$ cat config.mk
export PLATFORM = sky130hd
export DESIGN_NAME = pwm_led_breather_flat
export DESIGN_NICKNAME = d
export VERILOG_FILES = /design/src/rtl/pwm_led_pkg.sv /design/src/rtl/pwm_led_breather_if.sv /design/src/rtl/pwm_led_breather_core.sv /design/src/rtl/pwm_led_breather.sv /design/src/flat_wrapper.sv
export SDC_FILE = /design/constraint.sdc
export NUM_CORES = 1
export LEC_CHECK = 0
export CAP_MARGIN = 40
export CELL_PAD_IN_SITES_DETAIL_PLACEMENT = 1
export CELL_PAD_IN_SITES_GLOBAL_PLACEMENT = 1
export CORE_MARGIN = 4
export CORE_UTILIZATION = 47
export CTS_CLUSTER_DIAMETER = 100
export DETAILED_ROUTE_END_ITERATION = 8
export PLACE_DENSITY = 0.86
export SLEW_MARGIN = 40
export SYNTH_ARGS = -nofsm -noshare
export SYNTH_HDL_FRONTEND = slang
export SYNTH_SLANG_ARGS = --single-unit
$ cat constraint.sdc
create_clock -name clk -period 4.1 [get_ports clk]
set_clock_uncertainty 0.05 [all_clocks]
set_input_delay 0.41 -clock clk [delete_from_list [all_inputs] [get_ports clk]]
set_output_delay 0.41 -clock clk [all_outputs]
set_load 0.01 [all_outputs]
$ cat src/rtl/pwm_led_pkg.sv
// Shared types and default constants for the LED breathing PWM generator.
package pwm_led_pkg;

  // Default PWM counter width: period of 2^8 clocks.
  localparam int unsigned PWM_CNT_W_DEF = 8;
  // Default number of complete PWM periods each duty value is held for.
  localparam int unsigned PWM_STEP_PERIODS_DEF = 4;

  // Sweep direction of the duty triangle wave.
  typedef enum logic {
    DIR_UP   = 1'b0,
    DIR_DOWN = 1'b1
  } dir_t;

endpackage

$ cat src/rtl/pwm_led_breather_if.sv
// LED output bundle of the breather, with observation of the duty and sweep direction.
interface pwm_led_breather_if
  import pwm_led_pkg::*;
#(
  parameter int unsigned CNT_W = PWM_CNT_W_DEF
) ();

  logic             LED;
  logic [CNT_W-1:0] pwm_inp;
  dir_t             dir;

  modport master (output LED, output pwm_inp, output dir);
  modport slave  (input  LED, input  pwm_inp, input  dir);

endinterface

$ cat src/rtl/pwm_led_breather_core.sv
// PWM core: free-running period counter plus registered compare against the duty.
// Build option PWM_LED_ACTIVE_LOW_EN: LED resets to 1 and carries the inverted compare.
module pwm_core #(
  parameter int unsigned CNT_W = 8
) (
  input  logic             clk,
  input  logic             reset,
  input  logic [CNT_W-1:0] i_duty,
  output logic             o_led,
  output logic             o_period_end
);

  localparam logic [CNT_W-1:0] CntMax = '1;

`ifdef PWM_LED_ACTIVE_LOW_EN
  localparam logic LedRst = 1'b1;
`else
  localparam logic LedRst = 1'b0;
`endif

  logic [CNT_W-1:0] r_cnt;
  logic             r_led;
  logic             w_led_next;

  assign o_period_end = (r_cnt == CntMax);
  assign o_led        = r_led;

  // Compare uses the pre-edge counter and duty, giving one clock of latency.
  always_comb begin
`ifdef PWM_LED_ACTIVE_LOW_EN
    w_led_next = ~(r_cnt < i_duty);
`else
    w_led_next = (r_cnt < i_duty);
`endif
  end

  // Counter wraps naturally modulo 2^CNT_W; LED is the registered compare.
  always_ff @(posedge clk or negedge reset) begin
    if (!reset) begin
      r_cnt <= '0;
      r_led <= LedRst;
    end else begin
      r_cnt <= r_cnt + 1'b1;
      r_led <= w_led_next;
    end
  end

endmodule

$ cat src/rtl/pwm_led_breather.sv
// LED breathing generator: prescaled triangle sweep of the PWM duty.
// Build option PWM_LED_ACTIVE_LOW_EN selects active-low LED drive inside pwm_core.
module pwm_led_breather
  import pwm_led_pkg::*;
#(
  parameter int unsigned CNT_W        = PWM_CNT_W_DEF,
  parameter int unsigned STEP_PERIODS = PWM_STEP_PERIODS_DEF
) (
  input  logic                clk,
  input  logic                reset,
  pwm_led_breather_if.master  bus
);

  // Keep the prescaler at least one bit wide so STEP_PERIODS=1 still elaborates.
  localparam int unsigned      PsW    = (STEP_PERIODS > 1) ? $clog2(STEP_PERIODS) : 1;
  localparam logic [PsW-1:0]   PsLast = PsW'(STEP_PERIODS - 1);
  localparam logic [CNT_W-1:0] InpMax = '1;

  logic [PsW-1:0]   r_prescale;
  logic [CNT_W-1:0] r_inp;
  logic [CNT_W-1:0] w_inp_next;
  logic [CNT_W-1:0] w_inp_inc;
  logic [CNT_W-1:0] w_inp_dec;
  dir_t             r_dir;
  dir_t             w_dir_next;
  logic             w_period_end;
  logic             w_step;
  logic             w_led;

  pwm_core #(
    .CNT_W (CNT_W)
  ) u_core (
    .clk          (clk),
    .reset        (reset),
    .i_duty       (r_inp),
    .o_led        (w_led),
    .o_period_end (w_period_end)
  );

  assign w_step    = w_period_end && (r_prescale == PsLast);
  assign w_inp_inc = r_inp + 1'b1;
  assign w_inp_dec = r_inp - 1'b1;

  // Prescaler counts completed PWM periods and wraps on each duty step.
  always_ff @(posedge clk or negedge reset) begin
    if (!reset) begin
      r_prescale <= '0;
    end else if (w_period_end) begin
      r_prescale <= w_step ? '0 : r_prescale + 1'b1;
    end
  end

  // Direction state register.
  always_ff @(posedge clk or negedge reset) begin
    if (!reset) begin
      r_dir <= DIR_UP;
    end else begin
      r_dir <= w_dir_next;
    end
  end

  // Turn around as the duty lands on an endpoint, so each endpoint is held a full step.
  always_comb begin
    w_dir_next = r_dir;
    if (w_step) begin
      unique case (r_dir)
        DIR_UP:   if (w_inp_inc == InpMax) w_dir_next = DIR_DOWN;
        DIR_DOWN: if (w_inp_dec == '0)     w_dir_next = DIR_UP;
        default:  w_dir_next = DIR_UP;
      endcase
    end
  end

  // Duty moves one count per step in the current direction.
  always_comb begin
    w_inp_next = r_inp;
    if (w_step) begin
      w_inp_next = (r_dir == DIR_UP) ? w_inp_inc : w_inp_dec;
    end
  end

  // Duty register; only changes at a period boundary.
  always_ff @(posedge clk or negedge reset) begin
    if (!reset) begin
      r_inp <= '0;
    end else begin
      r_inp <= w_inp_next;
    end
  end

  // Drive the interface.
  always_comb begin
    bus.LED     = w_led;
    bus.pwm_inp = r_inp;
    bus.dir     = r_dir;
  end

endmodule

$ cat src/flat_wrapper.sv
// flat-port wrapper written by rule: the top's interface ports become plain ports
module pwm_led_breather_flat import pwm_led_pkg::*;
#(
  parameter int unsigned CNT_W        = PWM_CNT_W_DEF,
  parameter int unsigned STEP_PERIODS = PWM_STEP_PERIODS_DEF
)
  (clk, reset, bus_LED, bus_pwm_inp, bus_dir);
  pwm_led_breather_if #(.CNT_W(CNT_W)) bus_i ();
  input  logic clk;
  input  logic reset;
  output wire logic [$bits(bus_i.LED)-1:0] bus_LED;
  output wire logic [$bits(bus_i.pwm_inp)-1:0] bus_pwm_inp;
  output wire logic [$bits(bus_i.dir)-1:0] bus_dir;
  assign bus_LED = bus_i.LED;
  assign bus_pwm_inp = bus_i.pwm_inp;
  assign bus_dir = bus_i.dir;
  pwm_led_breather #(.CNT_W(CNT_W), .STEP_PERIODS(STEP_PERIODS)) u_core (.clk(clk), .reset(reset), .bus(bus_i));
endmodule
==> results by group <==
Synthesis
  • Asr flop ratio synth: 1.00
  • Netlist cell types: 35
  • Yosys warning count: 0
  • Synth area leader: dfrtp_1
  • Register area share after synthesis: 0.397
  • Number of synthesized register bits: 20
  • Yosys top cell area share: 0.397
  • Mapped Nets: approximately 140
  • Post-synth EDFFs: 0
  • Ranking of synthesized cells by area: dfrtp_1 40%, ha_1 13%, xnor2_1 9.0%
  • Synthesized netlist cell count: approximately 130
  • Mapped cell area: about 1300 sq um
  • Avg Cell Area, Syn: between 9 and 10 sq um
  • Top FF cell, synth: dfrtp_1

Finish
  • Layout cell share with drive strength beyond 1: 0.0725
  • Area delta synth->final: 11.9%
  • Most frequent cells in the layout: 20 x dfrtp_1, 13 x xnor2_1, 13 x ha_1, 11 x inv_1, 10 x clkdlybuf4s50_1
  • Final #Nets: between 150 and 200
  • Most common cell after layout, fill and taps aside: dfrtp_1
  • Fin cells: 168
  • ANT cells: 0
  • Final Cell Area: 1410 sq um

Setup path
  • R2r worst-path depth: 5
  • Critical path, cell by cell: clkdlybuf4s50_1
  • RR Startpoint: u_core.u_core.r_cnt[0]
  • WP data required: 3640 ps
  • CP max FO: 11
  • Slowest stage delay, CP: between 600 and 700 ps
  • Top delay family on crit path: buffers and inverters
  • Critical path buffer and inverter count: 1
  • Arr. time, crit path: 1520 ps
  • Slowest CP cell: clkdlybuf4s50_1
  • Crit end category: output pin
  • Setup CP Type: reg -> out
  • Setup crit start kind: register
  • Critical R2R Capture: u_core.bus.dir
  • Reg2reg setup slack: 2140 ps

GRT
  • Tot GR Track Use: 0.189
  • Total gr overflow: 0
  • First-pass GRT wire length: roughly 5.0 mm
  • Initial antenna violation count: 0
  • Largest net degree at the start of global routing: 21
  • Vias in the first global route: 1050

STA
  • Final setup fails: 0
  • Setup slack after layout: roughly 2100 ps
  • Period utilization: 0.482
  • Fin crit period: about 2000 ps
  • Fmax: 0.506 GHz
  • Unrepaired setup endpoints after global routing: false
  • Worst slew pin tran: 443 ps
  • Final number of max-transition violations: 0
  • Final Hold Fails: 20
  • WHS: -22.3 ps
  • Max_slew headroom: 0.704
  • Setup TNS: 0 ps

Place
  • Cell count after placement: ~160
  • HPWL Detailed: approximately 2.3 mm
  • Pre-CTS setup slack: roughly 2200 ps
  • Placed instance area: roughly 1400 sq um
  • PortBufs: 11
  • Placer Congestion: approximately 0.85

Floorplan
  • Initial Util: 0.500
  • Rows: 18
  • Core area: around 2500 sq um
  • DIE HEIGHT: around 60 um
  • Die W: 59.8 um
  • IO Count: 12
  • Total die area: about 3600 sq um

Detailed routing
  • Post-route DRC: 0
  • Detailed-route wire length per cell: roughly 18 um
  • ANT nets after route: 0
  • Vias: slightly below 1000
  • Drt initial violations: 28
  • DRT Wirelength: slightly below 3 mm
  • Vias per cell: slightly below 6
  • Drt first pass iters: 5

Pwr
  • P_leak: 0.623 nW
  • Peak VDD IR: between 150 and 200 uV
  • P per Cell Area: approximately 230 nW/um^2

Status
  • Run status: finished, violations left
  • Failing checks: hold timing

Clocking
  • Hold_buf cts: 0
  • CTS tree: yes
  • H-tree lvl count: 1
  • PostCTS Resize Cnt: 0
  • Clk root buf: clkbuf_4
  • Post CTS Setup Buffer Count: 0
  • Num CTS Buffers: 3
  • CTS clk-pin slew, worst paths: 110 ps
  • Clock net sink count: 20
  • Clock Tree Buf Depth: 2
  • Worst-Skew Late Latency: about 300 ps

Flow run
  • Max Cap Viol: 0

Worst hold path
  • Hold WC Path Type: in -> async
==> power by group <==
group | total (mW) | leakage [nW] | switching [mW] | internal [mW]
logic | 0.00399 | 0.337 | 0.00364 | 0.000343
clock network | 0.116 | 0.0210 | 0.0621 | 0.0542
registers | 0.197 | 0.265 | 0 | 0.197
total | 0.318 | 0.623 | 0.0658 | 0.252
==> final cells by class <==
| cell class | instances | area [sq um] |
|---|---|---|
| Inverter | 11 | 41.3 |
| Tap cell | 30 | 37.5 |
| Clock buffer | 4 | 36.3 |
| Multi-Input combinational cell | 92 | 689 |
| Sequential cell | 20 | 500 |
| Fill cell | 298 | 1110 |
| Timing Repair Buffer | 11 | 105 |
==> synthesized netlist by cell type, types with 2 or more instances <==
cell type	count
inv_1	11
o21ai_0	4
xnor2_1	13
clkbuf_1	2
xor2_1	4
and3_1	3
ha_1	13
or3_1	3
a21o_1	2
nand3_1	5
nor2_1	9
buf_2	2
nor3_1	4
a21oi_1	3
dfrtp_1	20
nand4_1	3
a31oi_1	2
nand2_1	7
mux2_2	2
==> cell families (layout without fill, tap and decap cells) <==
logic type               count (synthesis)  count (layout)  share of synthesized area
AO/OA/AOI/OAI                           17              17                     0.0953
XOR/XNOR                                17              17                      0.118
adder cells (fa/ha/maj)                 13              13                      0.129
buffers and inverters                   16              26                     0.0556
flip-flops                              20              20                      0.397
multiplexers                             3               3                     0.0258
AND/OR/NAND/NOR                         42              42                      0.179
==> routing by layer <==
metal | vias to the layer above | global-route usage | part of all wire
li1 | 464 | - | -
met1 | 485 | 0.236 | 0.43
met2 | 18 | 0.330 | 0.51
met3 | 5 | 0.0389 | 0.033
met4 | 0 | 0.0506 | 0.020
met5 | - | 0 | 0
==> how the worst max path moves through the flow <==
stage	cells after the start	start	end	slack (ps)
after global placement	5	u_core.u_core.r_cnt[0]	u_core.bus.dir	2260
after detailed placement	5	u_core.u_core.r_cnt[1]	u_core.bus.dir	2160
after global routing	5	u_core.u_core.r_cnt[0]	u_core.bus.dir	2010
after CTS	1	u_core.bus.pwm_inp[3]	bus_pwm_inp[3]	2130
final	1	u_core.bus.dir	bus_dir	2120
after floorplan	7	u_core.bus.pwm_inp[0]	u_core.bus.dir	2270
==> metrics by stage <==
stage | power, mW | util | hold slack [ps]
2_1_floorplan | 0.201 | - | 64.4
3_3_place_gp | 0.206 | 0.547 | 395
3_5_place_dp | 0.205 | 0.545 | 336
4_1_cts | 0.318 | 0.559 | 0.553
5_1_grt | 0.326 | 0.559 | 10.2
6_report | 0.318 | 0.559 | -22.3
==> registers in the layout, summed over array words and instances, names as in the netlist <==
signal and flops:
u_core.u_core.r_cnt 8, u_core.bus.pwm_inp 8, u_core.bus.dir 1, u_core.r_prescale 2
u_core.u_core.o_led 1
(Power assumes the default switching activity.)
